--- config.mk ---
export PLATFORM = sky130hd
export DESIGN_NAME = audio_sample_source
export DESIGN_NICKNAME = d
export VERILOG_FILES = /design/src/rtl/audio_pkg.sv /design/src/rtl/vol_to_shift.sv /design/src/rtl/audio_sample_source.sv
export SDC_FILE = /design/constraint.sdc
export NUM_CORES = 1
export LEC_CHECK = 0
export ABC_CLOCK_PERIOD_IN_PS = 3300
export CORE_ASPECT_RATIO = 0.9
export CORE_UTILIZATION = 46
export CTS_CLUSTER_DIAMETER = 50
export DETAILED_ROUTE_END_ITERATION = 16
export PLACE_DENSITY = 0.88
export SYNTH_ARGS = -nofsm -noshare
export SYNTH_HDL_FRONTEND = slang
export SYNTH_SLANG_ARGS = --single-unit
--- constraint.sdc ---
create_clock -name clk -period 3.3 [get_ports clk]
set_input_delay 0.825 -clock clk [delete_from_list [all_inputs] [get_ports clk]]
set_output_delay 0.825 -clock clk [all_outputs]
set_load 0.1 [all_outputs]
--- src/rtl/audio_pkg.sv ---
// Shared types and constants for the audio sample source.
package audio_pkg;

  localparam int ADDR_W_DEF     = 23;
  localparam int BYTES_PER_WORD = 4;
  localparam int BYTE_IDX_W     = $clog2(BYTES_PER_WORD);
  localparam int SHIFT_W        = 3;

  typedef enum logic [2:0] {
    ST_IDLE,
    ST_REQUEST,
    ST_WAIT_DATA,
    ST_WAIT_TICK,
    ST_EMIT
  } state_e;

endpackage

--- src/rtl/vol_to_shift.sv ---
// Thermometer volume code to right-shift amount; the lowest set bit decides.
module vol_to_shift
  import audio_pkg::*;
(
  input  logic [7:0]         volume,
  output logic [SHIFT_W-1:0] shift,
  output logic               mute
);

  // Priority search from bit 0 upward; an all-zero code mutes the output.
  always_comb begin
    shift = '0;
    mute  = 1'b0;
    if (volume[0])                  shift = 3'd0;
    else if (volume[1])             shift = 3'd1;
    else if (volume[2])             shift = 3'd2;
    else if (volume[3])             shift = 3'd3;
    else if (volume[4])             shift = 3'd4;
    else if (volume[5])             shift = 3'd5;
    else if (volume[6] | volume[7]) shift = 3'd6;
    else                            mute  = 1'b1;
  end

endmodule

--- src/rtl/audio_sample_source.sv ---
// Streams signed 8-bit samples from 32-bit memory words to a consumer,
// one sample per (synchronised) sample_tick, scaled by a volume code.
module audio_sample_source
  import audio_pkg::*;
#(
  parameter int ADDR_W = ADDR_W_DEF
) (
  input  logic                     clk,
  input  logic                     reset,
  input  logic                     play,
  input  logic [ADDR_W-1:0]        start_addr,
  input  logic [ADDR_W-1:0]        end_addr,
  input  logic                     sample_tick,
  input  logic [7:0]               volume,
  output logic                     mem_read,
  output logic [ADDR_W-1:0]        mem_addr,
  input  logic                     mem_waitrequest,
  input  logic                     mem_readdatavalid,
  input  logic [31:0]              mem_readdata,
  output logic signed [7:0]        sample,
  output logic                     sample_start,
  input  logic                     consumer_finish,
  output logic                     busy,
  output logic                     done,
  output logic                     overrun
);

  localparam logic [BYTE_IDX_W-1:0] LAST_BYTE = BYTE_IDX_W'(BYTES_PER_WORD - 1);

  state_e                  state_q, state_d;
  logic [ADDR_W-1:0]       addr_q, addr_d;
  logic [ADDR_W-1:0]       end_q, end_d;
  logic [31:0]             word_q, word_d;
  logic [BYTE_IDX_W-1:0]   byte_idx_q, byte_idx_d;
  logic signed [7:0]       sample_q, sample_d;
  logic                    sample_start_q, sample_start_d;
  logic                    done_q, done_d;
  logic                    overrun_q, overrun_d;
  logic                    pend_q, pend_d;
  logic                    abort_q, abort_d;
  logic                    play_q, play_d;
  logic [2:0]              tick_sync_q, tick_sync_d;

  logic                    play_rise;
  logic                    tick_edge;
  logic signed [7:0]       cur_byte;
  logic [SHIFT_W-1:0]      vol_shift;
  logic                    vol_mute;

  vol_to_shift u_vol (
    .volume (volume),
    .shift  (vol_shift),
    .mute   (vol_mute)
  );

  // Arithmetic right shift keeps the sign; mute forces silence.
  function automatic logic signed [7:0] scale_sample(input logic signed [7:0] s,
                                                     input logic [SHIFT_W-1:0] sh,
                                                     input logic mute);
    if (mute) return 8'sd0;
    return s >>> sh;
  endfunction

  assign play_rise    = play & ~play_q;
  // Bits [1:0] are the two-flop synchroniser, bit 2 holds the previous value.
  assign tick_edge    = tick_sync_q[1] & ~tick_sync_q[2];
  assign mem_read     = (state_q == ST_REQUEST);
  assign mem_addr     = addr_q;
  assign busy         = (state_q != ST_IDLE);
  assign sample       = sample_q;
  assign sample_start = sample_start_q;
  assign done         = done_q;
  assign overrun      = overrun_q;

  // Select the byte due for playback; byte 0 goes out first.
  always_comb begin
    cur_byte = '0;
    case (byte_idx_q)
      2'd0:    cur_byte = word_q[7:0];
      2'd1:    cur_byte = word_q[15:8];
      2'd2:    cur_byte = word_q[23:16];
      default: cur_byte = word_q[31:24];
    endcase
  end

  // Next-state logic for the playback controller and tick bookkeeping.
  always_comb begin
    state_d        = state_q;
    addr_d         = addr_q;
    end_d          = end_q;
    word_d         = word_q;
    byte_idx_d     = byte_idx_q;
    sample_d       = sample_q;
    sample_start_d = 1'b0;
    done_d         = 1'b0;
    overrun_d      = overrun_q;
    abort_d        = abort_q;
    pend_d         = pend_q;
    play_d         = play;
    tick_sync_d    = {tick_sync_q[1:0], sample_tick};

    // Ticks only count while a playback is active. A fresh edge in the
    // EMIT cycle re-arms the flag instead of being lost or flagged as overrun.
    if (state_q == ST_IDLE) begin
      pend_d = 1'b0;
    end else begin
      if (state_q == ST_EMIT) pend_d = 1'b0;
      if (tick_edge) begin
        if (pend_q && (state_q != ST_EMIT)) overrun_d = 1'b1;
        pend_d = 1'b1;
      end
    end

    case (state_q)
      ST_IDLE: begin
        abort_d = 1'b0;
        if (play_rise) begin
          overrun_d = 1'b0;
          end_d     = end_addr;
          addr_d    = start_addr;
          if (start_addr > end_addr) begin
            done_d = 1'b1;
          end else begin
            byte_idx_d = '0;
            state_d    = ST_REQUEST;
          end
        end
      end
      ST_REQUEST: begin
        // A read may not be withdrawn once issued; abort is remembered instead.
        if (!play) abort_d = 1'b1;
        if (!mem_waitrequest) state_d = ST_WAIT_DATA;
      end
      ST_WAIT_DATA: begin
        if (!play) abort_d = 1'b1;
        if (mem_readdatavalid) begin
          if (abort_q || !play) begin
            state_d = ST_IDLE;
          end else begin
            word_d     = mem_readdata;
            byte_idx_d = '0;
            state_d    = ST_WAIT_TICK;
          end
        end
      end
      ST_WAIT_TICK: begin
        if (!play)                            state_d = ST_IDLE;
        else if (pend_q && consumer_finish)   state_d = ST_EMIT;
      end
      ST_EMIT: begin
        if (!play) begin
          state_d = ST_IDLE;
        end else begin
          sample_d       = scale_sample(cur_byte, vol_shift, vol_mute);
          sample_start_d = 1'b1;
          if (byte_idx_q != LAST_BYTE) begin
            byte_idx_d = byte_idx_q + 1'b1;
            state_d    = ST_WAIT_TICK;
          end else if (addr_q != end_q) begin
            // Compared before incrementing, so an all-ones end address never wraps.
            addr_d  = addr_q + 1'b1;
            state_d = ST_REQUEST;
          end else begin
            done_d  = 1'b1;
            state_d = ST_IDLE;
          end
        end
      end
      default: state_d = ST_IDLE;
    endcase
  end

  // Control and output registers, cleared asynchronously.
  always_ff @(posedge clk or posedge reset) begin
    if (reset) begin
      state_q        <= ST_IDLE;
      addr_q         <= '0;
      byte_idx_q     <= '0;
      sample_q       <= '0;
      sample_start_q <= 1'b0;
      done_q         <= 1'b0;
      overrun_q      <= 1'b0;
      pend_q         <= 1'b0;
      abort_q        <= 1'b0;
      play_q         <= 1'b0;
      tick_sync_q    <= '0;
    end else begin
      state_q        <= state_d;
      addr_q         <= addr_d;
      byte_idx_q     <= byte_idx_d;
      sample_q       <= sample_d;
      sample_start_q <= sample_start_d;
      done_q         <= done_d;
      overrun_q      <= overrun_d;
      pend_q         <= pend_d;
      abort_q        <= abort_d;
      play_q         <= play_d;
      tick_sync_q    <= tick_sync_d;
    end
  end

  // Data holding registers; always written before use, so no reset.
  always_ff @(posedge clk) begin
    word_q <= word_d;
    end_q  <= end_d;
  end

endmodule

# Word-level counts from Yosys, hierarchy flattened
# Index checks and enable logic that the tools add are counted.
# W data, S select, Z words.
# word_totals
output_inout_bits,36
regBits,100
romBits,0
wordCells,123
memories,0
ram_bits,0
latchBits,0
# op_classes
bitwise,6
n_eq_ne,20
reduce_logical,19
addsub,2
shifts,1
multipliers,0
div,0
order_cmp,1
n_mux,61
# op_table
operator,count
$mux W23,4
$pmux W23 S2,1
$mux W3,13
$mux W1,27
$pmux W8 S3,1
$add A23 B1 Y23 const B,1
$gt A23 B23 Y1,1
$ne A23 B23 Y1,1
$mux W2,9
$ne A2 B2 Y1 const B,9
$mux W8,2
$pmux W3 S5,1
$reduce_and A5 Y1,2
$reduce_bool A3 Y1,3
$sshr A8 B3 Y8,1
$reduce_and A7 Y1,1
$eq A3 B2 Y1 const B,2
$ne A3 B3 Y1 const B,2
$pmux W2 S3,1
$reduce_and A2 Y1,3
$ne A2 B1 Y1 const B,2
$pmux W1 S2,2
$reduce_bool A2 Y1,2
$eq A3 B1 Y1 const B,1
14 further kinds,18

# Depth between registers and ports, before layout
# Gate-level depths: netlist of run 1.
# logic_depth
ltp_word,12
mapped_depth,9

# Cells and area by module
# A second synthesis of run 1 with hierarchy kept.
# hier_totals
cells_unflattened,526
hier_area_um2,5561.6
# modules_own_cells
module,area_each_um2,cells_per_inst,n_inst
audio_sample_source,5491.5,513,1
vol_to_shift,70.1,13,1

# Worst setup path before layout of run 1
# OpenSTA, ideal clock, no wires.
# synth_path
kind,input to register
from,input play
to,register word_q[0] (enable)
required_ns,2.839
setup_time_ns,0.461
cell_stages,2
path_slack_ns,-0.326
arrival_ns,3.165
path_buffers,0
path_cell_list,nand2b_1 > nor3_1
# synth_via
elab_chain_cells,4
# synth_rtl
element,line,rtl
"start, declared",audio_sample_source.sv:10,"input logic play,"
$logic_not A1 Y1,--,
$logic_or A1 B1 Y1,audio_sample_source.sv:137,if (abort_q || !play) begin
$not A1 Y1 (no line),--,
$reduce_and A3 Y1 (no line),--,
"end signal, assigned",audio_sample_source.sv:204,word_q <= word_d;
"end, declared",audio_sample_source.sv:33,"logic [31:0] word_q, word_d;"
# No other way between the ends.
# A chain may end at the register's enable or synchronous reset.

# Worst setup path after layout of run 1
# layout_path
from,input start_addr[21]
to,register byte_idx_q[1]
# layout_via
elab_chain_cells,3
# layout_rtl
element,line,rtl
"start, declared",audio_sample_source.sv:11,"input logic [ADDR_W-1:0] start_addr,"
$gt A23 B23 Y1,audio_sample_source.sv:121,if (start_addr > end_addr) begin
$ne A2 B2 Y1 (no line),--,
$reduce_and A7 Y1 (no line),--,
"end signal, assigned",audio_sample_source.sv:190,byte_idx_q <= byte_idx_d;
"end, declared",audio_sample_source.sv:34,"logic [BYTE_IDX_W-1:0] byte_idx_q, byte_idx_d;"
# No other way between the ends.

==> reports/metrics.cfg, run 1 <==
[outcome]
status=finished clean

[timing]
max_freq_mhz=327
rsz0062_at_grt=no
period_share_pct=92.6
hold_viol_final=0
holdWs_ns=0.365
setup_violations=0
finClkSkew_ns=0.0111
final-max-slew-violation-count=0
post-route-min-period_ns=3.06
timing.final.ws_setup_ns=0.245
slew_headroom_pct=53.5
tightest_slew_ns=0.696

[synthesis]
ys_ff_latch=100
ys_warn_count=0
synthCells=560
synth_cell_types=71
yosysMostFrequentCell=edfxtp_1
syn-mean-instance-area_um2=10.4
yosysSeqAreaShare_pct=47.8
ys_async_sr_fraction_pct=45.0
yosys-top-cells-count=edfxtp_1, dfrtp_1, nand2_1, nor2_1, a21oi_1
netlist_area_mm2=0.00581
synth-edff-count=55
postSynthNetCount=681
synth_flop_cell=edfxtp_1
synth.top_cell.area_share_pct=28.4
yosys.area.top_type=edfxtp_1
synth_area_leaders=edfxtp_1, dfrtp_1, ha_1

[worst_setup_path]
crit_fanout=2
cpPeakStageDelay_ns=0.50
end_kind=register
path_cells=clkdlybuf4s50_1 -> ha_1 -> nand4_1 -> nor3_1 -> or4b_1 -> o31a_1 -> o22ai_1 -> mux2i_1
crit_path_start_kind=input port
path_class=input port to register
cp.required_ns=3.58
crit_arrival_ns=3.34
critPathSlowestCell=clkdlybuf4s50_1

[floorplanning]
fp.dieW_um=121
die-area_mm2=0.0131
io-pin-count=129
core_region_area_mm2=0.0122
rows=38
start_util_pct=47.8
die_y_um=109

[layout]
finalNonFillerCells=858
drive_gt1_share_pct=13.5
area_delta_synth_final_pct=30.7
antenna_cells=0
fin_nets=814
design_area_mm2=0.00760

[drt]
firstDrtPassIters=7
avgRoutedWirePerCell_um=18.3
dr.first_iter.drc_count=453
wl_mm=15.7
detail-route-antenna-nets=0
via_count=5074
routed_via_density=5.91
drcViolationCount=0

[global_routing]
grt_max_degree=46
overflow=0
grt_pass1_vias=5132
grt_pass1_wl_mm=25.5
grtUsageTotal_pct=25.1
antenna_found_initial=1

[power]
leakage_nw=3.09
p_total_w=0.00626
peakVddDrop_uv=544
power_density_mw_per_mm2=824

[hold_path]
hp-class=register to register

[placed_design]
place_area_mm2=0.00726
port_buffers=128
place_worst_setup_slack_ns=-0.144
hpwl_mm=11.9
dp_cells=842
gp_congestion=0.957

[clocking]
path_clk_slew_ns=0.07
clk_path_buf_depth=2
cts_post_setup_buffers_inserted=0
cts_tree=done
h-tree-depth=3
clk_latency_ns=0.35
hold_buffers=0
cts_resized=0
cts_root_buf=clkbuf_16
numClockSinks=100
numCtsBuffers=9

[flow_run]
maxCapViolCount=0

placed cells by master (no fill, tap or decap), types with 10 or more instances in the layout:
| master | instances |
|---|---|
| a211oi_1 | 22 |
| dfrtp_1 | 45 |
| nand4_1 | 14 |
| clkdlybuf4s50_1 | 92 |
| ha_1 | 28 |
| o21ai_0 | 28 |
| a21oi_1 | 33 |
| nor2_1 | 43 |
| a31oi_1 | 12 |
| a2bb2oi_1 | 14 |
| nand2_1 | 44 |
| nand3_1 | 11 |
| mux2i_1 | 12 |
| xor2_1 | 20 |
| edfxtp_1 | 55 |
| inv_1 | 29 |
| buf_4 | 58 |
| nand2b_1 | 10 |
routing by layer:
| metal | global-route usage (%) | part of all wire [%] |
|---|---|---|
| met5 | 0 | 0 |
| met4 | 8.64 | 2.1 |
| met3 | 6.22 | 8.0 |
| met2 | 43.6 | 49 |
| met1 | 30.7 | 41 |
worst max-delay path: cells and delay by family:
| family | cells | cell delay, ns |
|---|---|---|
| muxes | 1 | 0.21 |
| adders and majority gates | 1 | 0.34 |
| and+or+nand+nor | 3 | 0.96 |
| buffers and inverters | 1 | 0.50 |
| AOI/OAI and AO/OA | 2 | 0.50 |
metrics by stage:
stage	utilization, %	setup TNS (ns)
floorplan	-	0
global placement	59.6	-0.0588
detailed placement	59.6	-0.217
CTS	62.4	0
global route	62.4	0
finish	62.4	0
final cells by class:
| type | instances | area [um2] |
|---|---|---|
| Fill cell | 992 | 4570 |
| Multi-Input combinational cell | 400 | 2810 |
| Sequential cell | 100 | 2780 |
| Timing Repair Buffer | 150 | 1360 |
| Clock buffer | 10 | 229 |
| Tap cell | 160 | 200 |
| Inverter | 32 | 120 |
| Clock inverter | 6 | 111 |
kinds of logic (layout without fill, tap and decap cells):
| family | count (synthesis) | in the layout | share of synthesized area, % |
|---|---|---|---|
| AOI/OAI and AO/OA | 159 | 159 | 19.1 |
| xor gates and xnor gates | 23 | 23 | 3.46 |
| and+or+nand+nor | 169 | 169 | 14.8 |
| DFF | 100 | 100 | 47.8 |
| buffers and inverters | 60 | 198 | 4.30 |
| muxes | 21 | 21 | 4.52 |
| adders and majority gates | 28 | 28 | 6.03 |
flip-flops by register name (all words and copies together) (netlist names):
name / flops
word_q: 32
done: 1
abort_q: 1
byte_idx_q: 2
overrun: 1
play_q: 1
tick_sync_q: 3
sample: 8
end_q: 23
mem_addr: 23
state_q: 3
sample_start: 1
pend_q: 1
path summary, 6_finish.rpt:
path                                           from                         to  slack, ns  cells past startpoint
max in group asynchronous                     reset   mem_addr[14]$_DFFE_PP0P_       1.92                      3
min                        tick_sync_q[0]$_DFF_PP0_   tick_sync_q[1]$_DFF_PP0_       0.36                      0
max reg2reg                 mem_addr[5]$_DFFE_PP0P_   mem_addr[16]$_DFFE_PP0P_       0.68                      7
min reg2reg                tick_sync_q[0]$_DFF_PP0_   tick_sync_q[1]$_DFF_PP0_       0.36                      0
max                                  start_addr[21]  byte_idx_q[1]$_DFFE_PP0P_       0.24                      8
min in group asynchronous                     reset             done$_DFF_PP0_       0.94                      3
power by group:
group	internal, W	switching [W]	total, W	leakage [nW]
registers	0.00160	0.000378	0.00198	1.03
clock network	0.000743	0.000469	0.00121	0.165
logic	0.000874	0.00219	0.00307	1.89
(Power assumes the default switching activity.)
==> run 2: changes to the inputs <==
--- a/config.mk
+++ b/config.mk
@@ -7,10 +7,12 @@
 export LEC_CHECK = 0
 export ABC_CLOCK_PERIOD_IN_PS = 3300
 export CORE_ASPECT_RATIO = 0.9
-export CORE_UTILIZATION = 46
+export CORE_MARGIN = 1
+export CORE_UTILIZATION = 38
 export CTS_CLUSTER_DIAMETER = 50
 export DETAILED_ROUTE_END_ITERATION = 16
-export PLACE_DENSITY = 0.88
+export DONT_BUFFER_PORTS = 1
+export PLACE_DENSITY = 0.65
 export SYNTH_ARGS = -nofsm -noshare
 export SYNTH_HDL_FRONTEND = slang
 export SYNTH_SLANG_ARGS = --single-unit
==> run 2 against run 1 <==
Against the previous run: flip-flop and latch count unchanged; via count down 11%; utilization down 18 points; clock-buffer cell count down 1; final area down 14%; worst setup slack better by 0.36 ns; first-iteration DRC count down 23%; register-to-register slack about the same; sequential power up 9%.
==> reports/metrics.cfg, run 2 (synthesized netlist as in run 1, its figures left out) <==
[layout]
largest_reg_flops=32  ; unchanged
final_common_cell=edfxtp_1
antenna_cells=0  ; unchanged
fillers=1441  ; +45%
fin_nets=703  ; -14%
drive_gt1_share_pct=13.3  ; -0.18 points
layout_common_cells=edfxtp_1, dfrtp_1, nand2_1, nor2_1, buf_4
top_register=word_q
area_delta_synth_final_pct=12.5
design_area_mm2=0.00654  ; -14%

[clocking]
cts_root_buf=clkbuf_16
cts_resized=0  ; unchanged
clk_path_buf_depth=2  ; unchanged
path_clk_slew_ns=0.07  ; about the same
cts_post_setup_buffers_inserted=0  ; unchanged
clk_latency_ns=0.36  ; about the same
h-tree-depth=3  ; unchanged
numClockSinks=100  ; unchanged
cts_tree=done
hold_buffers=0  ; unchanged
numCtsBuffers=9  ; unchanged

[timing]
period_share_pct=81.6  ; -11 points
hold_viol_final=0  ; unchanged
finalSetupTns_ns=0  ; unchanged
slew_headroom_pct=33.1  ; -20 points
post-route-min-period_ns=2.69  ; -0.361 ns
rsz0062_at_grt=no
final-max-slew-violation-count=0  ; unchanged
setup_violations=0  ; unchanged
finClkSkew_ns=0.00928  ; -0.00184 ns
max_freq_mhz=371  ; +13%
holdWs_ns=0.349  ; -0.0158 ns
tightest_slew_ns=1.00  ; +0.307 ns

[worst_setup_path]
crit_arrival_ns=2.98  ; -0.36 ns
crit_path_start_kind=input port
path_class=input port to register
cp.required_ns=3.58  ; about the same
crit_fanout=3  ; +1
end_kind=register

[global_routing]
grtUsageTotal_pct=20.8  ; -4.4 points
grt_pass1_wl_mm=25.2  ; -1.3%
grt_pass1_vias=4518  ; -12%
overflow=0  ; unchanged
grt_max_degree=46  ; unchanged
antenna_found_initial=0  ; -1

[drt]
wl_mm=15.8  ; +0.81%
drcViolationCount=0  ; unchanged
routed_via_density=5.76  ; -2.5%
dr.first_iter.drc_count=350  ; -23%
firstDrtPassIters=5  ; -2
via_count=4524  ; -11%
avgRoutedWirePerCell_um=20.2  ; +10%
detail-route-antenna-nets=0  ; unchanged

[outcome]
status=finished clean

[placed_design]
place_area_mm2=0.00625  ; -14%
gp_congestion=0.910  ; -4.9%
port_buffers=0  ; -100%
hpwl_mm=12.0  ; +0.90%

[hold_path]
hp-class=register to register

[floorplanning]
start_util_pct=39.2  ; -8.5 points
fp.dieW_um=132  ; +9.9%
die-area_mm2=0.0158  ; +21%
io-pin-count=129  ; unchanged
die_y_um=119  ; +9.8%
core_region_area_mm2=0.0148  ; +22%
rows=42  ; +11%

[power]
p_total_w=0.00595  ; -5.0%
peakVddDrop_uv=376  ; -31%
leakage_nw=2.62  ; -15%
power_density_mw_per_mm2=909  ; +10%

[flow_run]
maxCapViolCount=0  ; unchanged

## run 2: path summary, 6_finish.rpt
kind | start | to | slack [ns] | cells after the start
max in group asynchronous | reset | state_q[1]$_DFFE_PP0P_ | 2.10 | 1
worst min-delay path | tick_sync_q[0]$_DFF_PP0_ | tick_sync_q[1]$_DFF_PP0_ | 0.35 | 0
worst min register to register | tick_sync_q[0]$_DFF_PP0_ | tick_sync_q[1]$_DFF_PP0_ | 0.35 | 0
worst max-delay path | end_addr[18] | byte_idx_q[1]$_DFFE_PP0P_ | 0.61 | 8
worst max register to register | mem_addr[0]$_DFFE_PP0P_ | mem_addr[21]$_DFFE_PP0P_ | 0.69 | 8
min in group asynchronous | reset | mem_addr[15]$_DFFE_PP0P_ | 0.58 | 1
## run 2: critical path, cell delays in order
cell	delay (ns)
inv_1	0.02
ha_1	0.31
nand4_1	0.24
nor3_1	0.35
or4b_1	0.50
o31a_1	0.28
o22ai_1	0.24
mux2i_1	0.20
## run 2: area by class of cell
| cell class | count | area [um2] | area share, % |
|---|---|---|---|
| multi-input cells | 400 | 2810 | 42.9 |
| flip-flops and latches | 100 | 2780 | 42.5 |
| repair buffers | 39 | 293 | 4.48 |
| well taps | 198 | 248 | 3.79 |
| clock buffers | 9 | 225 | 3.44 |
| inverters | 32 | 120 | 1.84 |
| clock inverters | 7 | 71.3 | 1.09 |
## run 2: through the flow
step | setup WS (ns) | cells | utilization (%)
after CTS | 0.689 | 785 | 44.1
after floorplan | 0.469 | 560 | -
after global placement | 0.422 | 769 | 42.1
final | 0.606 | 785 | 44.1
after global routing | 0.508 | 785 | 44.1
after detailed placement | 0.318 | 769 | 42.1
## run 2: per-layer routing
layer | up-vias | global-route usage (%) | routed length [um] | part of all wire (%)
met1 | 2200 | 27.7 | 7210 | 45
met5 | - | 0 | 0 | 0
li1 | 2155 | - | - | -
met2 | 146 | 32.2 | 7130 | 45
met3 | 23 | 6.26 | 1180 | 7.5
met4 | 0 | 6.61 | 317 | 2.0
## run 2: where the power goes
group | internal [W] | switching, W
clock network | 0.000541 | 0.000541
registers | 0.00160 | 0.000564
logic | 0.000728 | 0.00198
==> run 3: changes to the inputs <==
--- a/config.mk
+++ b/config.mk
@@ -5,7 +5,7 @@
 export SDC_FILE = /design/constraint.sdc
 export NUM_CORES = 1
 export LEC_CHECK = 0
-export ABC_CLOCK_PERIOD_IN_PS = 3300
+export ABC_CLOCK_PERIOD_IN_PS = 2300
 export CORE_ASPECT_RATIO = 0.9
 export CORE_MARGIN = 1
 export CORE_UTILIZATION = 38
==> constraint.sdc (replaced) <==
create_clock -name clk -period 2.3 [get_ports clk]
set_input_delay 0.575 -clock clk [delete_from_list [all_inputs] [get_ports clk]]
set_output_delay 0.575 -clock clk [all_outputs]
set_load 0.1 [all_outputs]
==> run 3 against run 2 <==
Against the previous run: via count rose by 4.8%; wire length rose by 1.4%; clock power rose by 44%; critical path depth did not move; sequential power rose by 23%; utilization rose by 3.8 points; global-route usage rose by 0.13 points; clock-buffer cell count did not move; largest cell class unchanged; largest power group unchanged.
==> reports/metrics.cfg, run 3 (synthesized netlist as in run 1, its figures left out) <==
[outcome]
status=finished clean

[global_routing]
overflow=0  ; unchanged
grtUsageTotal_pct=20.9  ; +0.13 points
grt_pass1_vias=4713  ; +4.3%
grt_max_degree=46  ; unchanged
grt_pass1_wl_mm=25.5  ; +1.3%
antenna_found_initial=0  ; unchanged

[hold_path]
min_to=play_q$_DFF_PP0_
hp-class=input port to register
worstHoldPathCells=0  ; unchanged
min-delay-start=play

[drt]
firstDrtPassIters=4  ; -1
via_count=4741  ; +4.8%
drcViolationCount=0  ; unchanged
routed_via_density=5.65  ; -1.9%
wl_mm=16.1  ; +1.4%
dr.first_iter.drc_count=440  ; +26%
avgRoutedWirePerCell_um=19.2  ; -5.1%
detail-route-antenna-nets=0  ; unchanged

[layout]
fillers=1399  ; -2.9%
drive_gt1_share_pct=26.8  ; +14 points
layout_common_cells=buf_4, edfxtp_1, nand2_1, nor2_1, a21oi_1
largest_reg_flops=32  ; unchanged
top_register=word_q
area_delta_synth_final_pct=22.2
finalNonFillerCells=839  ; +6.9%
antenna_cells=0  ; unchanged
final_common_cell=buf_4
fin_nets=757  ; +7.7%

[power]
pwr-share-comb_pct=52.9  ; +7.4 points
p_sw_w=0.00450  ; +46%
intPower_w=0.00443  ; +55%
power_density_mw_per_mm2=1260  ; +38%
peakVddDrop_uv=626  ; +66%
switching_share_pct=50.4  ; -1.4 points
power_frac_seq_pct=29.7  ; -6.6 points
leakage_nw=2.89  ; +10%
p_clk_share_pct=17.4  ; -0.8 points

[worst_setup_path]
path_class=input port to register
end_kind=register
timing.rr.end=sample[5]$_DFFE_PP0P_
crit_path_start_kind=input port
cp.required_ns=2.58  ; -1.00 ns
ff2ff_path_depth=8  ; unchanged
path_cells=inv_1 -> ha_1 -> nand4_1 -> nor3_2 -> or4b_1 -> o31a_1 -> o22ai_2 -> mux2i_1
critPathSlowestCell=or4b_1
crit_arrival_ns=2.54  ; -0.44 ns
crit_fanout=3  ; unchanged
cpPeakStageDelay_ns=0.50  ; about the same
rr_startpoint=byte_idx_q[0]$_DFFE_PP0P_
rrSetupSlack_ns=0.11  ; -0.58 ns

[clocking]
clk_latency_ns=0.36  ; about the same
h-tree-depth=3  ; unchanged
cts_root_buf=clkbuf_16
clk_path_buf_depth=2  ; unchanged
path_clk_slew_ns=0.07  ; about the same
numClockSinks=100  ; unchanged
hold_buffers=0  ; unchanged
cts_tree=done
numCtsBuffers=9  ; unchanged

[timing]
period_share_pct=98.0
timing.final.ws_setup_ns=0.0460  ; -0.560 ns
slew_headroom_pct=51.7  ; +19 points
finClkSkew_ns=0.0120  ; +0.00276 ns
max_freq_mhz=444
setup_violations=0  ; unchanged
post-route-min-period_ns=2.25
final-max-slew-violation-count=0  ; unchanged
hold_viol_final=0  ; unchanged
tightest_slew_ns=0.723  ; -0.279 ns

[floorplanning]
die_y_um=119  ; unchanged
fp.dieW_um=132  ; unchanged
die-area_mm2=0.0158  ; unchanged
start_util_pct=39.2  ; unchanged
io-pin-count=129  ; unchanged
core_region_area_mm2=0.0148  ; unchanged
rows=42  ; unchanged

[placed_design]
hpwl_mm=12.3  ; +2.4%
place_worst_setup_slack_ns=-0.339  ; -0.657 ns
gp_congestion=0.935  ; +2.7%
dp_cells=821  ; +6.8%
port_buffers=0  ; unchanged

[flow_run]
maxCapViolCount=0  ; unchanged

[run 3: worst max path at each step]
stage	to	slack, ns	from
after CTS	byte_idx_q[1]$_DFFE_PP0P_	0.01	end_addr[14]
after global routing	byte_idx_q[1]$_DFFE_PP0P_	-0.007	end_addr[14]
final	byte_idx_q[1]$_DFFE_PP0P_	0.05	end_addr[14]
after global placement	byte_idx_q[1]$_DFFE_PP0P_	-0.25	end_addr[14]
after floorplan	mem_addr[1]$_DFFE_PP0P_	-0.13	state_q[2]$_DFFE_PP0P_
after detailed placement	byte_idx_q[1]$_DFFE_PP0P_	-0.34	end_addr[14]
[run 3: worst max-delay path: cells and delay by family]
family,cells,cell delay (ns)
AO/OA/AOI/OAI,2,0.47
buffers and inverters,1,0.02
AND/OR/NAND/NOR,3,0.94
adder cells (fa/ha/maj),1,0.31
multiplexers,1,0.20
[run 3: layout make-up]
cell class / instances / area [um2] / area share, %
sequential: 100 / 2800 / 39.5
inverter: 32 / 120 / 1.69
tap: 198 / 248 / 3.49
multi-input combinational: 400 / 2910 / 41.0
timing repair buffer: 93 / 718 / 10.1
clock inverter: 7 / 76.3 / 1.07
clock buffer: 9 / 225 / 3.17
[run 3: routing by layer]
metal	GRT usage (%)	vias up	part of all wire, %
met5	0	-	0
met4	5.96	0	1.4
met3	7.49	16	9.5
met2	34.0	147	47
met1	26.0	2312	42
li1	-	2266	-
[run 3: per-stage QoR]
stage | utilization [%] | setup TNS (ns) | cell area, um2 | hold WS [ns] | power, W
final | 47.9 | 0 | 7100 | 0.243 | 0.00893
after global routing | 47.9 | -0.00694 | 7100 | 0.224 | 0.00930
after CTS | 47.5 | 0 | 7030 | 0.226 | 0.00891
after detailed placement | 45.4 | -1.83 | 6730 | 0.336 | 0.00734
after global placement | 45.4 | -1.32 | 6730 | 0.334 | 0.00729
after floorplan | - | -1.06 | 5920 | 0.331 | 0.00617
[run 3: power groups by stage]
stage                     clock [W]  combinational [W]  sequential (W)
after detailed placement          0            0.00465         0.00269
after global placement            0            0.00461         0.00268
final                       0.00155            0.00472         0.00265
after global routing        0.00166            0.00494         0.00270
after CTS                   0.00160            0.00466         0.00265
after floorplan                   0            0.00157         0.00460
[run 3: repair_timing]
action	in CTS	in global routing
setup endpoints to repair	0	29
gates resized for setup	0	13
setup buffers	0	2
